[src/rtl/shared_bus_arbiter.sv]
// ---------------------------------------------------------------------------
// shared_bus_arbiter
//
// Purpose:
//   Round-robin arbiter for a single shared bus with four requesters.
//   An idle bus is granted to the first active requester found by searching
//   upward from a rotating pointer. The owner then keeps the bus until it
//   drops its request. A mandatory one-cycle bubble (grant = 0) always
//   separates two owners.
//
//   When the SHARED_BUS_ARBITER_TIMEOUT_EN macro is defined, a contended
//   owner is revoked after holding the bus for MAX_HOLD cycles.
//   timeout_pulse marks the bubble cycle that follows such a forced revoke.
//   When the macro is undefined, the hold counter is not built and the owner
//   keeps the bus for as long as it requests it. The port list is the same
//   in both builds.
//
// Parameters:
//   MAX_HOLD      : grant cycles before a contended owner is revoked (1..255)
//
// Ports:
//   clk           : in  single clock, rising-edge active
//   reset_n       : in  synchronous active-low reset
//   req[3:0]      : in  per-requester request, held high while the bus is needed
//   grant[3:0]    : out registered one-hot (or zero) grant vector
//   grant_valid   : out registered, high when any grant bit is high
//   grant_id[1:0] : out index of the current owner, 0 when no grant
//   timeout_pulse : out one-cycle pulse on the cycle after a forced revoke
//
// Configuration macro:
//   SHARED_BUS_ARBITER_TIMEOUT_EN : compiles in the forced-revoke logic
// ---------------------------------------------------------------------------
module shared_bus_arbiter #(
  parameter int unsigned MAX_HOLD = 16
) (
  input  logic       clk,
  input  logic       reset_n,
  input  logic [3:0] req,
  output logic [3:0] grant,
  output logic       grant_valid,
  output logic [1:0] grant_id,
  output logic       timeout_pulse
);

  typedef enum logic [0:0] {
    IDLE  = 1'b0,
    GRANT = 1'b1
  } state_e;

  state_e     state_q,       state_d;
  logic [1:0] pointer_q,     pointer_d;
  logic [3:0] grant_q,       grant_d;
  logic       grant_valid_q, grant_valid_d;
  logic [1:0] grant_id_q,    grant_id_d;

  logic       sel_found;
  logic [1:0] sel_idx;
  logic       owner_req;
  logic       other_req;

`ifdef SHARED_BUS_ARBITER_TIMEOUT_EN
  localparam logic [7:0] MaxHoldC = 8'(MAX_HOLD);

  logic [7:0] hold_cnt_q, hold_cnt_d;
  logic       timeout_q,  timeout_d;
  logic       hold_expired;
`else
  // MAX_HOLD only matters when the revoke logic is built.
  logic [31:0] unused_max_hold;
  assign unused_max_hold = 32'(MAX_HOLD);
`endif

  // Rotating priority search. The candidate index is pointer + k in 2-bit
  // arithmetic, so the search wraps naturally from requester 3 back to 0.
  // Only the first active candidate is kept.
  always_comb begin
    logic [1:0] cand;
    sel_found = 1'b0;
    sel_idx   = 2'd0;
    cand      = 2'd0;
    for (int k = 0; k < 4; k++) begin
      cand = pointer_q + 2'(k);
      if (!sel_found && req[cand]) begin
        sel_found = 1'b1;
        sel_idx   = cand;
      end
    end
  end

  // Request status of the current owner and of everybody else. The grant
  // register is one-hot, so masking with it isolates the non-owners.
  assign owner_req = req[grant_id_q];
  assign other_req = |(req & ~grant_q);

`ifdef SHARED_BUS_ARBITER_TIMEOUT_EN
  assign hold_expired = (hold_cnt_q == MaxHoldC);
`endif

  // Next-state and next-output logic. Every path that leaves GRANT goes
  // through IDLE with a zero grant, which produces the bubble cycle between
  // owners. The IDLE branch also arbitrates during that bubble. A new
  // owner is therefore visible one cycle after the bubble.
  always_comb begin
    state_d    = state_q;
    pointer_d  = pointer_q;
    grant_d    = grant_q;
    grant_id_d = grant_id_q;
`ifdef SHARED_BUS_ARBITER_TIMEOUT_EN
    hold_cnt_d = hold_cnt_q;
    timeout_d  = 1'b0;
`endif

    unique case (state_q)
      IDLE: begin
        if (sel_found) begin
          state_d    = GRANT;
          grant_d    = 4'b0001 << sel_idx;
          grant_id_d = sel_idx;
          pointer_d  = sel_idx + 2'd1;
`ifdef SHARED_BUS_ARBITER_TIMEOUT_EN
          hold_cnt_d = 8'd1;
`endif
        end else begin
          grant_d    = 4'b0000;
          grant_id_d = 2'd0;
        end
      end

      GRANT: begin
        if (!owner_req) begin
          // A voluntary release takes priority over a revoke that would
          // fire on the same cycle, so no timeout pulse is raised.
          state_d    = IDLE;
          grant_d    = 4'b0000;
          grant_id_d = 2'd0;
`ifdef SHARED_BUS_ARBITER_TIMEOUT_EN
          hold_cnt_d = 8'd0;
`endif
        end
`ifdef SHARED_BUS_ARBITER_TIMEOUT_EN
        else if (hold_expired && other_req) begin
          state_d    = IDLE;
          grant_d    = 4'b0000;
          grant_id_d = 2'd0;
          hold_cnt_d = 8'd0;
          timeout_d  = 1'b1;
        end else if (!hold_expired) begin
          // The counter saturates at MAX_HOLD. An uncontended owner
          // simply stays there and keeps the bus.
          hold_cnt_d = hold_cnt_q + 8'd1;
        end
`endif
      end

      default: begin
        state_d    = IDLE;
        grant_d    = 4'b0000;
        grant_id_d = 2'd0;
      end
    endcase

    grant_valid_d = |grant_d;
  end

  // State and output registers, with synchronous active-low reset.
  always_ff @(posedge clk) begin
    if (!reset_n) begin
      state_q       <= IDLE;
      pointer_q     <= 2'd0;
      grant_q       <= 4'b0000;
      grant_valid_q <= 1'b0;
      grant_id_q    <= 2'd0;
`ifdef SHARED_BUS_ARBITER_TIMEOUT_EN
      hold_cnt_q    <= 8'd0;
      timeout_q     <= 1'b0;
`endif
    end else begin
      state_q       <= state_d;
      pointer_q     <= pointer_d;
      grant_q       <= grant_d;
      grant_valid_q <= grant_valid_d;
      grant_id_q    <= grant_id_d;
`ifdef SHARED_BUS_ARBITER_TIMEOUT_EN
      hold_cnt_q    <= hold_cnt_d;
      timeout_q     <= timeout_d;
`endif
    end
  end

  assign grant       = grant_q;
  assign grant_valid = grant_valid_q;
  assign grant_id    = grant_id_q;

`ifdef SHARED_BUS_ARBITER_TIMEOUT_EN
  assign timeout_pulse = timeout_q;
`else
  assign timeout_pulse = 1'b0;
`endif

endmodule

[config.mk]
export PLATFORM = sky130hd
export DESIGN_NAME = shared_bus_arbiter
export DESIGN_NICKNAME = d
export VERILOG_FILES = /design/src/rtl/shared_bus_arbiter.sv
export SDC_FILE = /design/constraint.sdc
export NUM_CORES = 1
export LEC_CHECK = 0
export CAP_MARGIN = 20
export CORE_MARGIN = 2
export CORE_UTILIZATION = 35
export DETAILED_ROUTE_END_ITERATION = 10
export PLACE_DENSITY = 0.59
export SYNTH_ARGS = -nofsm -noshare
export SYNTH_HDL_FRONTEND = slang
export SYNTH_SLANG_ARGS = --single-unit
[constraint.sdc]
create_clock -name clk -period 2.4 [get_ports clk]
set_input_delay 0.72 -clock clk [delete_from_list [all_inputs] [get_ports clk]]
set_output_delay 0.72 -clock clk [all_outputs]
set_load 0.05 [all_outputs]
==> flow_metrics.tcl, run 1 <==
set metrics [dict create \
    status "finished clean" \
    syn_avg_cell_area_sq_um 10.1 \
    min_path_type "reg -> reg" \
    grt_overflow_total 0 \
    dr.pass1.iters 2 \
    criticalPathCategory "reg -> out" \
    async_flop_share 0 \
    netlist.area_leader.share 0.366 \
    area_growth_pct 52.2 \
    max_stage_delay_ns 0.85 \
    io_pins 14 \
    power_density_nw_per_um2 759 \
    drt_iter0_drc 2 \
    die_area_sq_um 1890 \
    setup_viol 0 \
    initial_utilization 0.367 \
    maxSlewHeadroom 0.666 \
    ys_seq_elements 10 \
    fp.dieH_um 43.5 \
    critPathLaunchType "flip-flop" \
    place_ws_ns -0.167 \
    timing.critical_path.buf_inv 1 \
    synth_cell_types 25 \
    syn_inst 54 \
    crit_family "buffers and inverters" \
    yosysMostFrequentCell "dfxtp_1" \
    core_sq_um 1490 \
    hold_depth 1 \
    detail-route-antenna-nets 0 \
    hp-start "grant[0]" \
    total_power_uw 632 \
    irDropWorstVdd_mv 0.414 \
    worst_ep_required_time_ns 1.68 \
    fillers 132 \
    path_clk_slew_ns 0.07 \
    hold_viol_final 0 \
    period_minus_slack_ns 2.27 \
    synth-seq-area-share 0.366 \
    row_count 14 \
    setup_ws_ns 0.126 \
    clock-sinks 10 \
    clockBufferDepth 2 \
    leakage_uw 0.000356 \
    synth_nets 64 \
    max_freq_ghz 0.440 \
    cpMaxStageDelayCell "clkdlybuf4s50_1" \
    r2r-end "grant_valid" \
    critPathCaptureType "primary output" \
    synth_common_cells "dfxtp_1, a22o_1, ha_1, nand2_1, nor2b_1" \
    via_per_inst 4.88 \
    cts_tree "yes" \
    synth_area_leaders "dfxtp_1, ha_1, a22o_1" \
    root_buffer "clkbuf_4" \
    layout-drive-gt1-share 0.337 \
    synth_ff_type "dfxtp_1" \
    grt_pass1_vias 430 \
    layout.nets 94 \
    dpl_cell_area_sq_um 777 \
    wire_per_inst_um 11.4 \
    drv_slew 0 \
    skew_ns 0.00318 \
    worstPathArrival_ns 1.55 \
    num_antenna_cells 0 \
    synth_edf_count 0 \
    vias 483 \
    drt-total-wl_um 1130 \
    rr_worst_depth 7 \
    gp_congestion 0.754 \
    netlist_area_sq_um 547 \
    cts_made_buffers 3 \
    yosysTopAreaCell "dfxtp_1" \
    postCtsHoldBufs 0 \
    grt_start_max_net_pins 8 \
    rr_startpoint "pointer_q[0]" \
    cap_violations 0 \
    clkLatencyLatePin_ns 0.27 \
    htree_levels 1 \
    die_w_um 43.5 \
    rrSetupSlack_ns 0.78 \
    hold_end "grant[0]" \
    fin_area_sq_um 832 \
    crit_fanout 4 \
    tightest_slew_ns 0.499 \
    grtUsageTotal 0.131 \
    io_buffer_count 12 \
    grt_antenna_before_repair 0 \
    critical_path.cell_chain "clkdlybuf4s50_1" \
    yosysWarnings 0 \
    grt_first_pass_wirelength_um 1790 \
    finalCritPeriodShare 0.947 \
    route.detailed.drc 0 \
    rsz0062_at_grt "false" \
]
[final cells by class]
type	instances	area, sq um	share of cell area
Clock buffer	4	36.3	0.0436
Inverter	3	11.3	0.0135
Multi-Input combinational cell	40	339	0.408
Sequential cell	10	200	0.241
Tap cell	16	20.0	0.0241
Timing Repair Buffer	26	225	0.271
[flip-flops by register name, summed over array words and instances (netlist names)]
name and flops:
grant_valid 1, pointer_q 2, grant_id 2, grant 4, state_q 1
[placed cells by master, fill, tap and decap left out]
cell             synthesis  routed
buf_4                    1      14
clkdlybuf4s50_1          0      12
dfxtp_1                 10      10
nand2_1                  4       4
a22o_1                   4       4
ha_1                     4       4
inv_1                    3       3
clkbuf_4                 0       3
nor2b_2                  0       2
nor2b_1                  4       2
nor3_1                   2       2
nor2_1                   2       2
mux2_4                   2       2
o32ai_1                  2       2
nor4_1                   3       2
nor3b_2                  1       1
o22ai_2                  1       1
a21boi_1                 1       1
o32ai_2                  1       1
mux2i_4                  1       1
nand3_1                  1       1
o221a_1                  1       1
nor2_2                   1       1
o21ai_1                  1       1
o21ai_0                  1       1
a21oi_1                  1       1
nor4_2                   0       1
o22ai_1                  1       1
conb_1                   1       1
clkbuf_8                 0       1
[report_power, final]
part           leakage (uW)  internal (uW)  switching, uW
Combinational      0.000253            129            135
Clock             0.0000210           92.2           60.3
Sequential        0.0000824            191           24.6
Total              0.000356            412            219
[per-stage QoR]
| step | hold WS (ns) | instances | TNS (ns) | util |
|---|---|---|---|---|
| final | 0.508 | 99 | 0 | 0.559 |
| after global routing | 0.545 | 99 | 0 | 0.559 |
| after CTS | 0.511 | 98 | 0 | 0.546 |
| after detailed placement | 0.495 | 94 | -0.355 | 0.522 |
| after global placement | 0.495 | 94 | -0.373 | 0.522 |
| after floorplan | 0.496 | 54 | 0 | - |
[repair_timing]
| item | CTS | global route |
|---|---|---|
| resized for setup | 0 | 3 |
| hold endpoints to repair | 0 | 0 |
| endpoints found under the setup margin | 0 | 1 |
| buffers inserted | 0 | 1 |
[routing by layer]
layer  GRT usage  wire length [um]  vias to the layer above
li1            -                 -                      259
met1       0.180               564                      216
met2       0.185               506                        8
met3      0.0625                54                        0
met4      0.0364                 0                        0
met5           0                 0                        -
[cell families after synthesis]
group | after synthesis | synth area share
AOI/OAI and AO/OA | 14 | 0.222
adders and majority gates | 4 | 0.0915
buffers and inverters | 4 | 0.0343
DFF | 10 | 0.366
muxes | 3 | 0.0961
other | 1 | 0.00686
and+or+nand+nor | 18 | 0.183
[worst max path at each step]
stage / to / start / cells past startpoint / slack [ns]
2_1_floorplan: grant_valid / req[2] / 7 / 0.39
3_3_place_gp: grant_valid / req[2] / 8 / -0.20
3_5_place_dp: grant_valid / req[2] / 8 / -0.17
4_1_cts: grant_valid / req[2] / 8 / 0.11
5_1_grt: grant_valid / req[0] / 8 / 0.01
6_report: grant_id[0] / grant_id[0] / 1 / 0.13
Power figures use the tool's default switching activity.
==> run 2, diff against run 1 <==
--- a/config.mk
+++ b/config.mk
@@ -5,6 +5,7 @@
 export SDC_FILE = /design/constraint.sdc
 export NUM_CORES = 1
 export LEC_CHECK = 0
+export ABC_AREA = 0
 export CAP_MARGIN = 20
 export CORE_MARGIN = 2
 export CORE_UTILIZATION = 35
==> results of run 2 <==
Same layout as run 1: the final DEF is identical, and so are final timing and power.
==> run 3, diff against run 2 <==
--- a/config.mk
+++ b/config.mk
@@ -10,7 +10,8 @@
 export CORE_MARGIN = 2
 export CORE_UTILIZATION = 35
 export DETAILED_ROUTE_END_ITERATION = 10
-export PLACE_DENSITY = 0.59
+export DONT_BUFFER_PORTS = 1
+export PLACE_DENSITY = 0.48
 export SYNTH_ARGS = -nofsm -noshare
 export SYNTH_HDL_FRONTEND = slang
 export SYNTH_SLANG_ARGS = --single-unit
==> flow_metrics.tcl, run 3 (synthesis results as in run 1) <==
set metrics [dict create \
    gp_congestion 0.736 \
    drv_slew 0 \
    worstPathArrival_ns 2.00 \
    die_area_sq_um 1890 \
    criticalPathCategory "in -> reg" \
    setup_tns_ns 0 \
    wire_per_inst_um 13.5 \
    largest_reg_flops 4 \
    power_density_nw_per_um2 883 \
    via_per_inst 5.41 \
    cts_resized 0 \
    hp-start "pointer_q[1]" \
    path_clk_slew_ns 0.06 \
    dpl_cell_area_sq_um 574 \
    setup_ws_ns 0.532 \
    fp.dieH_um 43.5 \
    htree_levels 1 \
    rrSetupSlack_ns 0.67 \
    r2r-end "grant_valid" \
    layout.nets 70 \
    core_sq_um 1490 \
    fin_area_sq_um 611 \
    critPathLaunchType "primary input" \
    finalCritPeriodShare 0.778 \
    io_buffer_count 0 \
    grt_pass1_vias 366 \
    grtUsageTotal 0.117 \
    skew_ns 0.00132 \
    crit_fanout 5 \
    row_count 14 \
    place_ws_ns 0.215 \
    rr_startpoint "pointer_q[0]" \
    post_cts_buffers 0 \
    area_growth_pct 11.7 \
    grt_first_pass_wirelength_um 1600 \
    clock-sinks 10 \
    drt-total-wl_um 1010 \
    leakage_uw 0.000251 \
    dr.pass1.iters 4 \
    postCtsHoldBufs 0 \
    clkLatencyLatePin_ns 0.26 \
    period_minus_slack_ns 1.87 \
    rr_worst_depth 7 \
    drt_iter0_drc 23 \
    num_antenna_cells 0 \
    irDropWorstVdd_mv 0.583 \
    route.detailed.drc 0 \
    hold_viol_final 0 \
    setup_viol 0 \
    initial_utilization 0.367 \
    io_pins 14 \
    grt_start_max_net_pins 8 \
    layout-drive-gt1-share 0.220 \
    hold_end "pointer_q[1]" \
    tightest_slew_ns 0.609 \
    grt_antenna_before_repair 0 \
    grt_overflow_total 0 \
    root_buffer "clkbuf_4" \
    cts_made_buffers 3 \
    maxSlewHeadroom 0.593 \
    cap_violations 0 \
    detail-route-antenna-nets 0 \
    max_freq_ghz 0.535 \
    critPathCaptureType "flip-flop" \
    worst_ep_required_time_ns 2.53 \
    rsz0062_at_grt "false" \
    startpoint "req[2]" \
    vias 406 \
    clockBufferDepth 2 \
    min_path_type "reg -> reg" \
    hold_depth 2 \
    die_w_um 43.5 \
    status "finished clean" \
    final_common_cell "dfxtp_1" \
    cts_tree "yes" \
    mostFrequentLayoutCells "dfxtp_1, nor2b_1, nand2_1, a22o_1, ha_1" \
    hpwl_um 842 \
]
[run 3: cell count changes in the layout (fill, tap and decap cells not counted)]
cell / previous run / this run
nor4_1: 2 / 3
clkdlybuf4s50_1: 12 / 0
nor2b_2: 2 / 0
nor2b_1: 2 / 4
buf_4: 14 / 2
nor4_2: 1 / 0
[run 3: per-stage QoR]
step / instances / hold WS, ns / util / power, uW
floorplan: 54 / 0.496 / - / 368
global placement: 71 / 0.536 / 0.386 / 399
detailed placement: 71 / 0.526 / 0.386 / 398
CTS: 75 / 0.535 / 0.410 / 547
global route: 75 / 0.570 / 0.410 / 572
finish: 75 / 0.536 / 0.410 / 539
[run 3: worst max path at each step]
stage	slack (ns)	to
detailed placement	0.21	grant_valid
CTS	0.49	grant_valid
global route	0.34	grant_valid
finish	0.53	grant_valid
global placement	0.27	grant_valid
floorplan	0.39	grant_valid
[run 3: cell type report]
cell class	instances	area, sq um
fillers	144	878
multi-input cells	40	328
flip-flops and latches	10	200
clock buffers	4	36.3
well taps	16	20.0
repair buffers	2	15.0
inverters	3	11.3
[run 3: report_power, final]
part / internal, uW / total (uW) / switching, uW
logic: 62.0 / 135 / 72.6
clock network: 92.0 / 147 / 54.8
registers: 191 / 258 / 67.2
total: 345 / 539 / 195
[run 3: critical path, stage by stage]
cell	delay (ns)
nor2b_1	0.21
nor3b_2	0.08
o22ai_2	0.24
inv_1	0.11
ha_1	0.23
nor4_1	0.27
o32ai_1	0.14
[run 3: metal layers]
metal,track usage,part of all wire,vias to the layer above
met1,0.153,0.46,186
met2,0.167,0.45,11
met4,0,0,0
met3,0.0833,0.084,0
li1,-,-,209
met5,0,0,-
